$ cat src/rtl/sudoku_pkg.sv
// rtl/sudoku_pkg.sv - shared sizes, enums and box lookup for the sudoku checker
package sudoku_pkg;
  localparam int N_CELLS = 81;
  localparam int ADDR_W  = 7;
  localparam int DATA_W  = 8;

  typedef enum logic [1:0] {ERR_NONE, ERR_RANGE, ERR_GIVEN, ERR_DUP} err_e;
  typedef enum logic [1:0] {S_IDLE, S_READ, S_DRAIN, S_DONE} state_e;

  function automatic logic [3:0] box_of(input logic [3:0] r, input logic [3:0] c);
    logic [3:0] br;
    logic [3:0] bc;
    br = (r < 4'd3) ? 4'd0 : (r < 4'd6) ? 4'd3 : 4'd6;
    bc = (c < 4'd3) ? 4'd0 : (c < 4'd6) ? 4'd1 : 4'd2;
    return br + bc;
  endfunction
endpackage

$ cat src/rtl/sudoku_unit_tracker.sv
// rtl/sudoku_unit_tracker.sv - nine 9-bit digit masks with clear and test-and-set
module sudoku_unit_tracker
  import sudoku_pkg::*;
(
  input  logic       clk,
  input  logic       rst,
  input  logic       clear_i,
  input  logic       set_i,
  input  logic [3:0] unit_i,
  input  logic [8:0] digit_i,
  output logic       hit_o
);
  logic [8:0] mask_q [0:8];

  assign hit_o = |(mask_q[unit_i] & digit_i);

  always_ff @(posedge clk or posedge rst) begin
    if (rst) begin
      for (int i = 0; i < 9; i++) mask_q[i] <= '0;
    end else if (clear_i) begin
      for (int i = 0; i < 9; i++) mask_q[i] <= '0;
    end else if (set_i) begin
      mask_q[unit_i] <= mask_q[unit_i] | digit_i;
    end
  end
endmodule

$ cat config.mk
export PLATFORM = sky130hd
export DESIGN_NAME = sudoku_unit_tracker
export DESIGN_NICKNAME = d
export VERILOG_FILES = /design/src/rtl/sudoku_pkg.sv /design/src/rtl/sudoku_unit_tracker.sv
export SDC_FILE = /design/constraint.sdc
export NUM_CORES = 1
export LEC_CHECK = 0
export BUFFER_PORTS_ARGS = -buffer_cell sky130_fd_sc_hd__buf_2
export CORE_MARGIN = 2
export CORE_UTILIZATION = 50
export DETAILED_ROUTE_END_ITERATION = 12
export PLACE_DENSITY = 0.7
export SYNTH_ARGS = -nofsm -noshare
export SYNTH_HDL_FRONTEND = slang
export SYNTH_SLANG_ARGS = --single-unit
$ cat constraint.sdc
create_clock -name clk -period 2.46 [get_ports clk]
set_input_delay 0.246 -clock clk [delete_from_list [all_inputs] [get_ports clk]]
set_output_delay 0.246 -clock clk [all_outputs]
set_load 0.02 [all_outputs]
# Word level (Yosys, flattened, before mapping)
# Index checks and enable logic that the tools add are counted.
dict set report totals {
  ff_bits 81
  in_bits 17
  output_inout_bits 1
  wordCells 25
}
dict set report classes {
  n_lt_le_gt_ge 2
  muxes 8
  n_bitwise 3
  reduce_logical 3
}
# op count
set op_table {}
lappend op_table {{two-way mux 81 bit} 2}
lappend op_table {{bitwise mux 81 bit} 1}
lappend op_table {{binary-select mux 9 bit (select 4 bit)} 1}
lappend op_table {{demux 9 bit (select 4 bit)} 1}
lappend op_table {{two-way mux 9 bit} 3}
lappend op_table {{bitwise AND 9 bit} 1}
lappend op_table {{bitwise OR 9 bit} 1}
lappend op_table {{OR reduction 9 bit} 1}
lappend op_table {{greater-or-equal comparator 5 bit (second input constant)} 1}
lappend op_table {{< comparator 5 x 1 -> 1 bit (second input constant)} 1}
lappend op_table {{NOT 4 -> 5 bit} 1}
lappend op_table {{nonzero test 2 bit} 1}
lappend op_table {{logical AND 1 bit} 1}

# Longest topological paths before layout
dict set report logic_depth {
  depth_word 8
  mapped_depth 8
}

# Worst setup path after synthesis
# OpenSTA, ideal clock, no wires.
dict set report synth_path {
  path_type {input-to-output}
  startpoint {in unit_i[0]}
  endpoint {out hit_o}
  arrival_ns 1.907
  required_ns 2.214
  setup_slack_ns 0.307
  path_stages 7
  path_buffers 2
  path_cell_list {buf_4 -> buf_6 -> mux2_1 -> a222oi_1 -> a21boi_1 -> a2111oi_2 -> nand4_1}
}
dict set report synth_between {
  elab_chain_cells 6
}
# element line
set synth_rtl {}
lappend synth_rtl {{start, declared} sudoku_unit_tracker.sv:9} ;# input logic [3:0] unit_i,
lappend synth_rtl {{NOT 4 -> 5 bit (implied by the code)} sudoku_unit_tracker.sv:15} ;# assign hit_o = |(mask_q[unit_i] & digit_i);
lappend synth_rtl {{binary-select mux 9 bit (select 4 bit)} sudoku_unit_tracker.sv:15}
lappend synth_rtl {{two-way mux 9 bit (implied by the code) (2 in series)} sudoku_unit_tracker.sv:15}
lappend synth_rtl {{bitwise AND 9 bit} sudoku_unit_tracker.sv:15}
lappend synth_rtl {{OR reduction 9 bit} sudoku_unit_tracker.sv:15}
lappend synth_rtl {{end, declared} sudoku_unit_tracker.sv:11} ;# output logic hit_o
# No other way between the ends. The select of a mux whose other input is x is not followed.

# Worst setup path in the final report
dict set report layout_path {
  startpoint {reg mask_q[38] (netlist bit)}
  endpoint {out hit_o}
}
dict set report layout_between {
  elab_chain_cells 5
}
# element line
set layout_rtl {}
lappend layout_rtl {{start, declared} sudoku_unit_tracker.sv:13} ;# logic [8:0] mask_q [0:8];
lappend layout_rtl {{start signal, assigned by index} sudoku_unit_tracker.sv:23} ;# mask_q[unit_i] <= mask_q[unit_i] | digit_i;
lappend layout_rtl {{binary-select mux 9 bit (select 4 bit)} sudoku_unit_tracker.sv:15}
lappend layout_rtl {{two-way mux 9 bit (implied by the code) (2 in series)} sudoku_unit_tracker.sv:15}
lappend layout_rtl {{bitwise AND 9 bit} sudoku_unit_tracker.sv:15}
lappend layout_rtl {{OR reduction 9 bit} sudoku_unit_tracker.sv:15}
# No other way between the ends. The select of a mux whose other input is x is not followed.

==> impl_metrics.yaml <==
outcome:
  outcome: "finished, violations left"
  violations: "setup timing"
timing:
  worstMarginPinSlew_ps: 1070
  rsz0062_at_grt: "yes"
  fin_crit_ps: 2536
  slew_violations: 0
  hold_viol_final: 0
  fmax_mhz: 394.3
  fin_ws_ps: -75.93
  timing.final.crit_share_pct: 103.1
  holdWs_ps: 291.6
  clock_skew_ps: 11.02
  timing.slew.headroom_pct: 28.32
  setup_viol: 1
setup_path:
  worstSetupStartpointType: "register"
  cp_max_fo: 2
  reg2reg_to: "mask_q[12]"
  cp.required_ps: 2210
  cp_data_arrival_time_ps: 2290
  regToRegSetupSlack_ps: 440
  crit-reg2reg-launch: "mask_q[75]"
  endpoint_kind: "primary output"
  rr_worst_depth: 5
  path_class: "reg2out"
final_layout:
  seq_area_um2: 2027
  final_util_pct: 59.67
  syn2layout_area_growth_pct: 14.47
  largest_reg_flops: 81
  num_antenna_cells: 0
  nets: 421
  n_fill_cell: 632
  most-common-layout-cells: "dfrtp_1 (81), nand2_1 (69), o21ai_0 (42)"
  multiInputGateArea_um2: 1713
  layout_commonest_cell: "dfrtp_1"
  regMostFlops: "mask_q"
  drive_gt1_share_pct: 19.16
  instances_no_fill: 506
  final_area_um2: 4374
  reg_top3: "mask_q x81"
flow_run:
  maxCapViolCount: 0
clock_network:
  ctsLongestPathBuffers: 2
  cts_tree: "yes"
  cts.sinks: 81
  numCtsBuffers: 9
  clock-root-buffer: "clkbuf_8"
  htree_levels: 3
  clkSlewWorstSetupHoldPaths_ps: 80
  clk_latency_ps: 350
min_path:
  hold_depth: 3
  worstHoldEndpoint: "mask_q[18]"
  hp-class: "in2reg"
  hp-start: "digit_i[0]"
detailed_routing:
  viasPerCell: 6.259
  wl_um: 10270
  drcViolationCount: 0
  post_drt_wl_per_cell_um: 20.30
  first_pass_iters: 7
  vias: 3167
  drt-initial-drc-count: 279
  ant_nets: 0
yosys:
  synthTopCellsByArea: "dfrtp_1 (53%), nand2_1 (6.8%), o21ai_0 (5.5%)"
  synth.largest_area_cell: "dfrtp_1"
  synth_area_per_cell_um2: 10.41
  synth-async-reset-ratio_pct: 100.0
  yosysWarningCount: 0
  synth_area_um2: 3821
  synth_fp_nets: 384
  syn_inst: 367
  ys_ff_latch: 81
  synth_flop_cell: "dfrtp_1"
  seq_area_frac_synth_pct: 53.05
  netlist.area_leader.share_pct: 53.05
  ys_types: 42
  synth_edf_count: 0
global_routing:
  grt_max_degree: 82
  grt_pass1_vias: 3212
  gr-usage-all-layers_pct: 26.06
  grt.overflow.total: 0
  grt_pass1_wl_um: 16580
  antenna_found_initial: 0
die:
  fp.dieH_um: 91.42
  rows: 31
  design.die.area_um2: 8358
  ios: 18
  core_area_um2: 7331
  initial_core_util_pct: 52.12
  die_w_um: 91.42
pwr:
  power.density_nw_per_um2: 603.7
  total_power_mw: 2.641
  leakagePower_nw: 1.994
  ir_drop_v: 0.0003512
placement:
  place_congestion: 0.9154
  dp.cells: 490
  dp_hpwl_um: 7147
  numPortBuffers: 17
  dpl_cell_area_um2: 4138
==> synthesized netlist by cell type (2+ instances only) <==
| library cell | instances |
|---|---|
| clkbuf_1 | 5 |
| nand2_1 | 69 |
| a222oi_1 | 2 |
| nor3_1 | 3 |
| nor2_2 | 2 |
| a22oi_1 | 3 |
| nor3b_1 | 2 |
| inv_1 | 2 |
| nand3b_1 | 2 |
| and3b_1 | 3 |
| o21ai_1 | 15 |
| a22o_1 | 19 |
| buf_2 | 9 |
| and2_1 | 2 |
| nand2b_1 | 4 |
| a211oi_1 | 7 |
| mux2_1 | 3 |
| mux2_2 | 9 |
| and3_1 | 4 |
| a31oi_1 | 8 |
| a21oi_1 | 6 |
| nor2b_1 | 2 |
| a21boi_0 | 2 |
| o221ai_1 | 5 |
| nor2_1 | 19 |
| mux2i_1 | 15 |
| a221oi_1 | 2 |
| o21ai_0 | 42 |
| dfrtp_1 | 81 |
| nand3_1 | 3 |
| mux4_2 | 6 |
==> layout make-up <==
class / instances / area share [%]
sequential: 81 / 46.34
clock buffer: 10 / 2.918
multi-input combinational: 266 / 39.16
clock inverter: 4 / 1.602
tap: 99 / 2.832
timing repair buffer: 43 / 6.865
inverter: 3 / 0.2860
==> timing repair <==
item,in CTS,in global routing
hold buffers,1,0
hold endpoints to repair,37,0
gates resized for setup,3,3
pin swaps,5,2
setup buffers,1,0
endpoints found under the setup margin,1,1
==> metrics by stage <==
step	TNS, ps	setup WS [ps]
floorplan	0	133.9
global placement	0	41.06
detailed placement	-25.87	-25.87
CTS	-48.84	-48.84
global route	-163.9	-163.9
finish	-75.93	-75.93
==> worst max-delay path, cell delays in order (launching register included) <==
cell,delay [ps]
dfrtp_1,400
mux2_4,280
a222oi_1,370
a21boi_1,170
a2111oi_4,350
nand4_1,170
buf_4,190
==> worst max path at each step <==
stage | slack, ps | from | depth (start not counted) | to
final | -80 | mask_q[38] | 6 | hit_o
after global placement | 40 | unit_i[0] | 6 | hit_o
after CTS | -50 | mask_q[38] | 6 | hit_o
after global routing | -160 | mask_q[38] | 6 | hit_o
after floorplan | 130 | rst | 1 | mask_q[0]
after detailed placement | -30 | unit_i[0] | 6 | hit_o
==> layer usage <==
metal	vias up	global-route usage (%)	wire, um
li1	1412	-	-
met3	17	5.062	687
met2	132	42.59	5019
met4	0	9.343	195
met1	1606	34.65	4371
met5	-	0	0
==> power by group <==
| group | internal [mW] | total (mW) | switching [mW] |
|---|---|---|---|
| Clock | 0.558 | 1.01 | 0.455 |
| Sequential | 1.35 | 1.36 | 0.0115 |
| Combinational | 0.0883 | 0.267 | 0.179 |
==> cells by family (layout without fill, tap and decap cells) <==
family / Yosys count / after routing / share of synthesized area, %
buf+inv: 20 / 60 / 2.554
flops: 81 / 81 / 53.05
compound gates: 115 / 115 / 19.48
mux: 33 / 33 / 11.00
simple gates: 118 / 118 / 13.92
No activity file was read; power rests on OpenSTA's default activity.
